[src/rtl/cmp3_seq_ctrl.sv]
// rtl/cmp3_seq_ctrl.sv - valid/ready sequencer around a 3-bit comparator with saturating event counters
// Optional build macro CMP3_ONEHOT_CHK_EN enables the sticky gt/eq/lt one-hot check (err_onehot).
module cmp3_seq_ctrl #(
  parameter int CNT_W      = 8,
  parameter int SETTLE_CYC = 1
) (
  input  logic             clk,
  input  logic             rst_n,
  input  logic             in_valid,
  output logic             in_ready,
  input  logic [2:0]       in_a,
  input  logic [2:0]       in_b,
  output logic [2:0]       cmp_in1,
  output logic [2:0]       cmp_in2,
  input  logic             cmp_gt,
  input  logic             cmp_eq,
  input  logic             cmp_lt,
  output logic             out_valid,
  input  logic             out_ready,
  output logic             res_gt,
  output logic             res_eq,
  output logic             res_lt,
  input  logic             clr_cnt,
  output logic [CNT_W-1:0] gt_cnt,
  output logic [CNT_W-1:0] eq_cnt,
  output logic [CNT_W-1:0] lt_cnt,
  output logic             err_onehot
);

  typedef enum logic [1:0] {
    IDLE   = 2'd0,
    SETTLE = 2'd1,
    RESP   = 2'd2
  } state_t;

  localparam logic [3:0]       SETTLE_LOAD = 4'(SETTLE_CYC - 1);
  localparam logic [CNT_W-1:0] CNT_MAX     = '1;
  localparam logic [CNT_W-1:0] CNT_ONE     = {{(CNT_W-1){1'b0}}, 1'b1};

  state_t     state;
  state_t     state_nxt;
  logic [3:0] settle_cnt;
  logic       accept;
  logic       capture;
  logic       cnt_en;

  always_ff @(posedge clk or negedge rst_n) begin
    if (!rst_n) begin
      state <= IDLE;
    end else begin
      state <= state_nxt;
    end
  end

  always_comb begin
    state_nxt = state;
    accept    = 1'b0;
    capture   = 1'b0;
    case (state)
      IDLE: begin
        if (in_valid && in_ready) begin
          accept    = 1'b1;
          state_nxt = SETTLE;
        end
      end
      SETTLE: begin
        if (settle_cnt == 4'd0) begin
          capture   = 1'b1;
          state_nxt = RESP;
        end
      end
      RESP: begin
        if (out_valid && out_ready) begin
          state_nxt = IDLE;
        end
      end
      default: state_nxt = IDLE;
    endcase
  end

  // Handshake flags are registered images of the next state, so in_ready stays
  // low during reset and rises on the first edge after release.
  always_ff @(posedge clk or negedge rst_n) begin
    if (!rst_n) begin
      in_ready  <= 1'b0;
      out_valid <= 1'b0;
    end else begin
      in_ready  <= (state_nxt == IDLE);
      out_valid <= (state_nxt == RESP);
    end
  end

  always_ff @(posedge clk or negedge rst_n) begin
    if (!rst_n) begin
      cmp_in1    <= 3'd0;
      cmp_in2    <= 3'd0;
      settle_cnt <= 4'd0;
    end else if (accept) begin
      cmp_in1    <= in_a;
      cmp_in2    <= in_b;
      settle_cnt <= SETTLE_LOAD;
    end else if (state == SETTLE && settle_cnt != 4'd0) begin
      settle_cnt <= settle_cnt - 4'd1;
    end
  end

  always_ff @(posedge clk or negedge rst_n) begin
    if (!rst_n) begin
      res_gt <= 1'b0;
      res_eq <= 1'b0;
      res_lt <= 1'b0;
    end else if (capture) begin
      res_gt <= cmp_gt;
      res_eq <= cmp_eq;
      res_lt <= cmp_lt;
    end
  end

`ifdef CMP3_ONEHOT_CHK_EN
  logic sample_bad;

  assign sample_bad = !({cmp_gt, cmp_eq, cmp_lt} inside {3'b100, 3'b010, 3'b001});
  assign cnt_en     = capture && !sample_bad;

  always_ff @(posedge clk or negedge rst_n) begin
    if (!rst_n) begin
      err_onehot <= 1'b0;
    end else if (clr_cnt) begin
      err_onehot <= 1'b0;
    end else if (capture && sample_bad) begin
      err_onehot <= 1'b1;
    end
  end
`else
  assign cnt_en     = capture;
  assign err_onehot = 1'b0;
`endif

  function automatic logic [CNT_W-1:0] sat_inc(input logic [CNT_W-1:0] c, input logic hit);
    return (hit && c != CNT_MAX) ? c + CNT_ONE : c;
  endfunction

  // Clear beats a coincident capture; the result itself is still delivered.
  always_ff @(posedge clk or negedge rst_n) begin
    if (!rst_n) begin
      gt_cnt <= '0;
      eq_cnt <= '0;
      lt_cnt <= '0;
    end else if (clr_cnt) begin
      gt_cnt <= '0;
      eq_cnt <= '0;
      lt_cnt <= '0;
    end else if (cnt_en) begin
      gt_cnt <= sat_inc(gt_cnt, cmp_gt);
      eq_cnt <= sat_inc(eq_cnt, cmp_eq);
      lt_cnt <= sat_inc(lt_cnt, cmp_lt);
    end
  end

endmodule
[config.mk]
export PLATFORM = sky130hd
export DESIGN_NAME = cmp3_seq_ctrl
export DESIGN_NICKNAME = d
export VERILOG_FILES = /design/src/rtl/cmp3_seq_ctrl.sv
export SDC_FILE = /design/constraint.sdc
export NUM_CORES = 1
export LEC_CHECK = 0
export ABC_CLOCK_PERIOD_IN_PS = 3000
export CELL_PAD_IN_SITES_DETAIL_PLACEMENT = 0
export CELL_PAD_IN_SITES_GLOBAL_PLACEMENT = 1
export CORE_UTILIZATION = 25
export CTS_CLUSTER_SIZE = 25
export DETAILED_ROUTE_END_ITERATION = 10
export PLACE_DENSITY = 0.65
export REMOVE_ABC_BUFFERS = 1
export SLEW_MARGIN = 25
export SYNTH_ARGS = -nofsm -noshare
export SYNTH_HDL_FRONTEND = slang
export SYNTH_SLANG_ARGS = --single-unit
[constraint.sdc]
create_clock -name clk -period 3 [get_ports clk]
set_input_delay 0.3 -clock clk [delete_from_list [all_inputs] [get_ports clk]]
set_output_delay 0.3 -clock clk [all_outputs]
set_load 0.01 [all_outputs]
==> results of run 1 <==
[area by class of cell]
class | instances | share of cell area [%]
Inverter | 6 | 0.8495
Tap cell | 102 | 4.814
Sequential cell | 41 | 38.70
Timing Repair Buffer | 49 | 18.31
Clock buffer | 7 | 3.256
Multi-Input combinational cell | 137 | 34.07
[cells by family after synthesis]
family | after synthesis | synth area share, %
AOI/OAI and AO/OA | 39 | 13.02
DFF | 41 | 51.31
adders and majority gates | 4 | 2.503
and+or+nand+nor | 79 | 22.28
other | 1 | 0.1876
buffers and inverters | 14 | 3.504
muxes | 10 | 5.445
xor gates and xnor gates | 4 | 1.752
[state kept, by name, summed over array words and instances, names as in the netlist]
name        count
settle_cnt      4
in_ready        1
res_gt          1
lt_cnt          8
gt_cnt          8
res_lt          1
out_valid       1
eq_cnt          8
cmp_in2         3
state           2
res_eq          1
cmp_in1         3
[critical path: stages, from the launching register on]
cell,delay (ps)
dfrtp_1,380
inv_1,90
ha_1,190
nor3b_4,280
nand3_1,420
nor4_1,410
mux2_2,370
[synth_stat cells, drive strengths merged]
cell and number:
nor2 12, mux2i 3, and3b 1, dfrtp 41, o41ai 4, o211a 1, nand2 18, nand3b 4
buf 6, xor2 4, nand3 11, o21ai 10, ha 4, nand4 6, o2111ai 1, o31ai 5
mux2 7, nor3b 1, o311ai 2, conb 1, or4 6, o21ba 1, a211oi 1, nor2b 3
nor3 6, o211ai 1, nand2b 1, a21oi 13, or3 5, nor4 2, inv 6, or3b 3
clkbuf 2
[power breakdown]
group | internal, µW | switching [µW]
sequential | 673 | 87.3
clock | 183 | 182
combinational | 303 | 287
total | 1160 | 556
[worst paths after layout]
| check | from | end | slack [ps] | cells after the start |
|---|---|---|---|---|
| setup / recovery | settle_cnt[0] | gt_cnt[5] | 750 | 6 |
| hold / removal | rst_n | lt_cnt[3] | -10 | 1 |
| setup reg to reg | settle_cnt[0] | gt_cnt[5] | 750 | 6 |
| hold reg to reg | res_eq | res_eq | 490 | 2 |
| max in group asynchronous | rst_n | lt_cnt[2] | 2620 | 1 |
| min in group clk | res_eq | res_eq | 490 | 2 |
[per-stage QoR]
| step | utilization, % | area [µm²] | total power (µW) | hold slack (ps) |
|---|---|---|---|---|
| finish | 34.31 | 2651 | 1716 | -10.92 |
| global route | 34.31 | 2651 | 1846 | 36.01 |
| CTS | 34.28 | 2649 | 1750 | 202.8 |
| detailed placement | 33.16 | 2562 | 1367 | 472.2 |
| global placement | 33.16 | 2562 | 1363 | 476.7 |
| floorplan | - | 1952 | 1088 | 4.409 |
[layer usage]
metal  track usage (%)  wire (µm)  vias up
met5                 0          0        -
met2             18.42       2010       36
met4             3.175         42        0
met3             3.266        228        5
met1             16.84       2349      777
li1                  -          -      800
==> run summary, run 1 <==
Post-DRT Antenna Nets = 0
Starting Density = 25.87%
Power Density = 647.1 nW/µm²
Hold Slack = -10.92 ps
Total Routing Usage GR = 12.09%
Register Area = 1026 µm²
Worst-Margin Slew = 765.0 ps
I/O Buffers = 48
Congestion Overflow GR = 0
Slew Limit Headroom = 48.72%
Post-DP HPWL = 3236 µm
Commonest cells after routing, fill and taps aside = clkdlybuf4s50_1 (47), dfrtp_1 (41), nand2_1 (18)
N_diodes = 0
Crit path time final = 2249 ps
Initial antenna violation count = 0
RD Place Congestion = 0.7347
Violated checks = hold timing
Yosys warnings = 0
Die H = 91.43 µm
Register area share after synthesis = 51.31%
H-tree levels = 2
RSZ-0062 raised after global routing = false
DRT iter0 DRCs = 73
Post-CTS Setup Bufs = 0
Critical path data required time = 3180 ps
Fmax = 444.6 MHz
Die W = 91.43 µm
Flops & latches, synth = 41
TritonCTS buffer count = 5
Hold_buf cts = 0
FILL cells = 802
CTS tree = done
Area growth, synth to finish = 32.60%
Layout cells sized above 1 = 10.00%
Final wirelength = 4631 µm
Cell count after synthesis = 192
Final Hold Fails = 14
MaxCap Viol Count = 0
Final WS setup = 750.7 ps
Final #Nets = 258
CTS sink count = 41
Most common cell after layout, fill and taps aside = clkdlybuf4s50_1
Worst Skew = 9.102 ps
First-pass GRT wire length = 8045 µm
Finished Layout Cells = 342
Final critical-path share of the clock period = 74.98%
Total number of vias = 1618
Crit end category = flip-flop
Die Footprint = 8359 µm²
Type of origin of the critical path = flip-flop
Outcome = finished with violations
Worst-path clk slew = 80 ps
IO Count = 50
CP Data Arrival Time = 2430 ps
Area fraction of the dominant cell type after synthesis = 51.31%
Pre-CTS WS = 740.6 ps
DR vias/cell = 4.731
Pre-Repair DR Iteration Count = 4
Lkg Pwr = 0.001053 µW
Multi-input gate area = 903.4 µm²
Core area = 7727 µm²
Mean area per synthesized cell = 10.41 µm²
Wire per inst = 13.54 µm
Crit Path Class = flip-flop to flip-flop
Drt drc = 0
Area contributors post-synth = dfrtp_1 (51%), mux2_2 (3.9%), nand2_1 (3.4%)
Unique masters post-synth = 39
Clock Tree Buf Depth = 2
Pin count of the biggest net entering global routing = 42
Critical path peak fanout = 16
Yosys top cell by area = dfrtp_1
Placed cells = 335
Post-CTS sizing = 0
CTS root buf = clkbuf_8
Clock Latency Late Sink = 290 ps
Number of global-route vias before repair = 1609
TNS Setup = 0 ps
Cell Rows = 32
Mapped cell area = 1999 µm²
Worst vdd ir = 0.0004433 V
Hold Crit Class = primary input to async pin
Final slew viol count = 0
Setup violators final = 0
(Power assumes the default switching activity.)
==> run 2, diff against run 1 <==
--- a/config.mk
+++ b/config.mk
@@ -5,7 +5,7 @@
 export SDC_FILE = /design/constraint.sdc
 export NUM_CORES = 1
 export LEC_CHECK = 0
-export ABC_CLOCK_PERIOD_IN_PS = 3000
+export ABC_CLOCK_PERIOD_IN_PS = 2100
 export CELL_PAD_IN_SITES_DETAIL_PLACEMENT = 0
 export CELL_PAD_IN_SITES_GLOBAL_PLACEMENT = 1
 export CORE_UTILIZATION = 25
==> constraint.sdc (replaced) <==
create_clock -name clk -period 2.1 [get_ports clk]
set_input_delay 0.21 -clock clk [delete_from_list [all_inputs] [get_ports clk]]
set_output_delay 0.21 -clock clk [all_outputs]
set_load 0.01 [all_outputs]
==> run 2 against run 1 <==
  * The flow still finishes with violations (hold timing)
  * Critical path depth rose by 1
  * Utilization rose by 1.1 points
  * Die area did not move
  * Clock power rose by 45%
  * Non-clock buffer count rose by 10
  * Maximum frequency rose by 14%
  * Combinational power rose by 64%
  * Register-to-register slack got worse by 620 ps
  * Total power rose by 49%
  * Wire length rose by 0.13%
  * Global-route usage fell by 0.25 points
==> run summary, run 2 (synthesized netlist as in run 1, its figures left out) <==
Outcome = finished with violations
Violated checks = hold timing
MaxCap Viol Count = 0
CTS root buf = clkbuf_8
RSZ-0062 raised after global routing = false
DR vias/cell = 4.676
H-tree levels = 2
Post-DRT Antenna Nets = 0
Critical Path Slowest Stage Cell = dfrtp_1
Crit Path Class = flip-flop to flip-flop
Total Routing Usage GR = 11.85%
Drt drc = 0
Critical path peak fanout = 16
Starting Density = 25.87%
Hold Crit Class = primary input to async pin
Reg power frac = 41.7%
Lkg Pwr = 0.001108 µW
Critical path data required time = 2280 ps
Crit path time final = 1973 ps
Core area = 7727 µm²
Largest regs = eq_cnt (8), gt_cnt (8), lt_cnt (8)
Final Hold Fails = 22
Final critical-path share of the clock period = 93.96%
Hold_buf cts = 0
Crit end category = flip-flop
Area growth, synth to finish = 37.05%
CP bufs+invs = 2
Slew Limit Headroom = 64.21%
Wire per inst = 13.17 µm
N_diodes = 0
Largest delay share family, worst path = simple AND/OR/NAND/NOR gates
Fmax = 506.8 MHz
RD Place Congestion = 0.7495
I/O Buffers = 48
Die Footprint = 8359 µm²
Cell Rows = 32
Finished Cell Area = 2740 µm²
CP Data Arrival Time = 2150 ps
Die W = 91.43 µm
CTS tree = done
Sw Pwr = 817.8 µW
Layout cells sized above 1 = 13.60%
Worst-Margin Slew = 536.8 ps
DRT iter0 DRCs = 60
Worst vdd ir = 0.0005476 V
Initial antenna violation count = 0
Clock Tree Buf Depth = 2
CTS sink count = 41
Pin count of the biggest net entering global routing = 42
Cells along the critical path = inv_1 -> ha_1 -> nor3b_4 -> nand3_1 -> buf_12 -> nor4_1 -> mux2_2
Power Density = 935.4 nW/µm²
Commonest cells after routing, fill and taps aside = clkdlybuf4s50_1 (47), dfrtp_1 (41), nand2_1 (18)
Combinational share of power = 37.7%
Final #Nets = 268
Dpl cell area = 2650 µm²
Pre-Repair DR Iteration Count = 4
Congestion Overflow GR = 0
Type of origin of the critical path = flip-flop
TritonCTS buffer count = 5
Post-DP HPWL = 3291 µm
Worst Skew = 6.238 ps
Net switching fraction of the power = 31.91%
Clock network power share = 20.6%
Most common cell after layout, fill and taps aside = clkdlybuf4s50_1
Hold Slack = -14.88 ps
Clock Latency Late Sink = 290 ps
Worst-path clk slew = 80 ps
Total number of vias = 1646
Final wirelength = 4637 µm
Setup violators final = 0
Number of global-route vias before repair = 1649
Post-CTS sizing = 0
Final slew viol count = 0
IO Count = 50
TNS Setup = 0 ps
Die H = 91.43 µm
Max incr delay on CP = 380 ps
Int Power = 1745 µW
First-pass GRT wire length = 7859 µm
Post-CTS Setup Bufs = 0
==> run 2: area by class of cell <==
type | instances | area (µm²)
Multi-Input combinational cell | 137 | 903.4
Sequential cell | 41 | 1026
Tap cell | 102 | 127.6
Fill cell | 775 | 4987
Clock buffer | 7 | 86.33
Timing Repair Buffer | 59 | 574.3
Inverter | 6 | 22.52
==> run 2: metal layers <==
layer	up-vias	GRT usage (%)	wire, µm	share of wire (%)
met2	39	18.92	2074	45
met3	5	3.099	231	5.0
met1	780	15.80	2291	49
met5	-	0	0	0
met4	0	3.175	40	0.86
li1	822	-	-	-
==> run 2: path summary, 6_finish.rpt <==
| check | start | endpoint | slack [ps] | cells past startpoint |
|---|---|---|---|---|
| worst max-delay path | settle_cnt[0] | gt_cnt[5] | 130 | 7 |
| worst min-delay path | rst_n | lt_cnt[5] | -10 | 2 |
| worst max register to register | settle_cnt[0] | gt_cnt[5] | 130 | 7 |
| worst min register to register | res_lt | res_lt | 490 | 2 |
| max in group asynchronous | rst_n | out_valid | 1750 | 2 |
| min in group clk | res_lt | res_lt | 490 | 2 |
==> run 2: power groups by stage <==
stage               Clock (µW)  Sequential, µW  Combinational [µW]
floorplan                    0            1140                 412
global placement             0            1080                 979
detailed placement           0            1090                 977
CTS                        557            1070                 983
global route               580            1100                1060
finish                     528            1070                 967
==> run 2: metrics by stage <==
stage | total power [µW] | instances | utilization [%] | hold WS, ps | setup WS, ps
finish | 2563 | 352 | 35.46 | -14.88 | 126.7
global route | 2738 | 352 | 35.46 | 31.23 | 6.702
CTS | 2614 | 352 | 35.41 | 8.122 | 134.3
detailed placement | 2063 | 345 | 34.29 | 327.1 | 159.4
global placement | 2061 | 345 | 34.29 | 327.6 | 211.4
floorplan | 1554 | 184 | - | -85.59 | 105.1
==> run 3, diff against run 2 <==
--- a/config.mk
+++ b/config.mk
@@ -6,14 +6,14 @@
 export NUM_CORES = 1
 export LEC_CHECK = 0
 export ABC_CLOCK_PERIOD_IN_PS = 2100
-export CELL_PAD_IN_SITES_DETAIL_PLACEMENT = 0
+export CELL_PAD_IN_SITES_DETAIL_PLACEMENT = 1
 export CELL_PAD_IN_SITES_GLOBAL_PLACEMENT = 1
 export CORE_UTILIZATION = 25
 export CTS_CLUSTER_SIZE = 25
 export DETAILED_ROUTE_END_ITERATION = 10
 export PLACE_DENSITY = 0.65
 export REMOVE_ABC_BUFFERS = 1
-export SLEW_MARGIN = 25
+export SLEW_MARGIN = 10
 export SYNTH_ARGS = -nofsm -noshare
 export SYNTH_HDL_FRONTEND = slang
 export SYNTH_SLANG_ARGS = --single-unit
==> run 3 against run 2 <==
  * The flow still finishes with violations (hold timing)
  * Global-route usage increased by 0.89 points
  * Via count is 4.1% higher
  * Flip-flop and latch count is the same
  * Utilization rose by 0.49 points
  * Non-clock buffer count unchanged
  * Maximum frequency is 0.49% higher
  * Clock power is 25% higher
  * Worst hold slack worse by 2.3 ps
  * Count of clock-buffer cells in the layout unchanged
==> run summary, run 3 (synthesized netlist as in run 1, its figures left out) <==
TNS Setup = 0 ps
Fmax = 509.3 MHz
Crit path time final = 1964 ps
CTS root buf = clkbuf_8
Slew Limit Headroom = 63.94%
Number of global-route vias before repair = 1789
RD Place Congestion = 0.7495
Pin count of the biggest net entering global routing = 42
Die W = 91.43 µm
Commonest cells after routing, fill and taps aside = clkdlybuf4s50_1 (47), dfrtp_1 (41), nand2_1 (18)
DR vias/cell = 4.856
Post-CTS Setup Bufs = 0
Worst vdd ir = 0.0005935 V
CTS sink count = 41
MaxCap Viol Count = 0
Clock Latency Late Sink = 290 ps
CP bufs+invs = 2
Cells along the critical path = inv_1 -> ha_1 -> nor3b_4 -> nand3_1 -> buf_12 -> nor4_1 -> mux2_2
Final Hold Fails = 25
Largest regs = eq_cnt (8), gt_cnt (8), lt_cnt (8)
Finished Cell Area = 2778 µm²
TritonCTS buffer count = 5
Violated checks = hold timing
Total Routing Usage GR = 12.74%
Lkg Pwr = 0.001121 µW
Die H = 91.43 µm
RR Endpoint = gt_cnt[5]
CP endpoint = gt_cnt[5]
Drt drc = 0
Post-DRT Antenna Nets = 0
R2R Path Start = settle_cnt[0]
Post-DP HPWL = 3687 µm
Worst-Margin Slew = 540.9 ps
Largest delay share family, worst path = simple AND/OR/NAND/NOR gates
CP Data Arrival Time = 2140 ps
Int Power = 1873 µW
RSZ-0062 raised after global routing = false
Initial antenna violation count = 0
Crit Path Class = flip-flop to flip-flop
DRT iter0 DRCs = 126
Worst Skew = 8.861 ps
Core area = 7727 µm²
N_diodes = 0
Clock network power share = 24.3%
Placed cells = 345
Congestion Overflow GR = 0
Most common cell after layout, fill and taps aside = clkdlybuf4s50_1
Stages on worst setup path = 7
Max incr delay on CP = 380 ps
Area growth, synth to finish = 38.92%
Critical Path Slowest Stage Cell = dfrtp_1
Reg power frac = 39.3%
Final slew viol count = 0
Type of origin of the critical path = flip-flop
Dpl cell area = 2650 µm²
Worst-path clk slew = 80 ps
Final critical-path share of the clock period = 93.50%
Starting Density = 25.87%
Combinational share of power = 36.4%
Finished Layout Cells = 353
Hold Slack = -17.16 ps
Power, Total = 2717 µW
R2R depth = 7
CTS tree = done
Cell Rows = 32
Outcome = finished with violations
Power Density = 978.1 nW/µm²
Critical path data required time = 2280 ps
Pre-Repair DR Iteration Count = 4
CP startpoint = settle_cnt[0]
Critical path peak fanout = 16
First-pass GRT wire length = 8452 µm
Sw Pwr = 843.7 µW
Final #Nets = 268
Setup violators final = 0
Hold Crit Class = primary input to async pin
Net switching fraction of the power = 31.05%
I/O Buffers = 48
Total number of vias = 1714
H-tree levels = 2
IO Count = 50
Layout cells sized above 1 = 13.94%
Final wirelength = 5095 µm
Clock Tree Buf Depth = 2
Wire per inst = 14.43 µm
Die Footprint = 8359 µm²
FF-to-FF setup slack = 140 ps
Crit end category = flip-flop
run 3: changes by cell type in the layout (fill, tap and decap cells not counted), sizes merged:
cell | previous run | this run
bufinv | 0 | 1
run 3: cell type report:
class | count | area, µm²
fillers | 879 | 4950
flip-flops and latches | 41 | 1026
multi-input cells | 137 | 914.6
repair buffers | 59 | 570.5
well taps | 102 | 127.6
clock buffers | 7 | 86.33
clock inverters | 1 | 30.03
inverters | 6 | 22.52
run 3: what timing repair did:
action | CTS | global route
endpoints found under the setup margin | 0 | 2
endpoints found under the hold margin | 0 | 0
hold buffers | 0 | 0
gates resized for setup | 0 | 1
run 3: power groups by stage:
stage / Clock [µW] / Sequential, µW / Combinational, µW
3_5_place_dp: 0 / 1090 / 988
6_report: 661 / 1070 / 988
3_3_place_gp: 0 / 1080 / 979
2_1_floorplan: 0 / 1140 / 412
4_1_cts: 687 / 1070 / 998
5_1_grt: 718 / 1090 / 1090
run 3: worst min path at each step:
| stage | end | depth (start not counted) |
|---|---|---|
| after floorplan | cmp_in1[0] | 0 |
| after global placement | lt_cnt[5] | 2 |
| after detailed placement | lt_cnt[5] | 2 |
| after CTS | lt_cnt[5] | 2 |
| after global routing | lt_cnt[5] | 2 |
| final | lt_cnt[5] | 2 |
run 3: layer usage:
layer / GRT usage (%) / part of all wire [%] / vias to the layer above
li1: - / - / 814
met1: 16.74 / 48 / 859
met2: 20.43 / 47 / 36
met3: 3.266 / 4.1 / 5
met4: 3.968 / 0.82 / 0
met5: 0 / 0 / -
run 3: through the flow:
stage | util, % | worst slack (ps)
global placement | 34.29 | 211.4
global route | 35.95 | 10.57
finish | 35.95 | 136.5
detailed placement | 34.29 | 142.1
CTS | 35.80 | 120.6
floorplan | - | 105.1
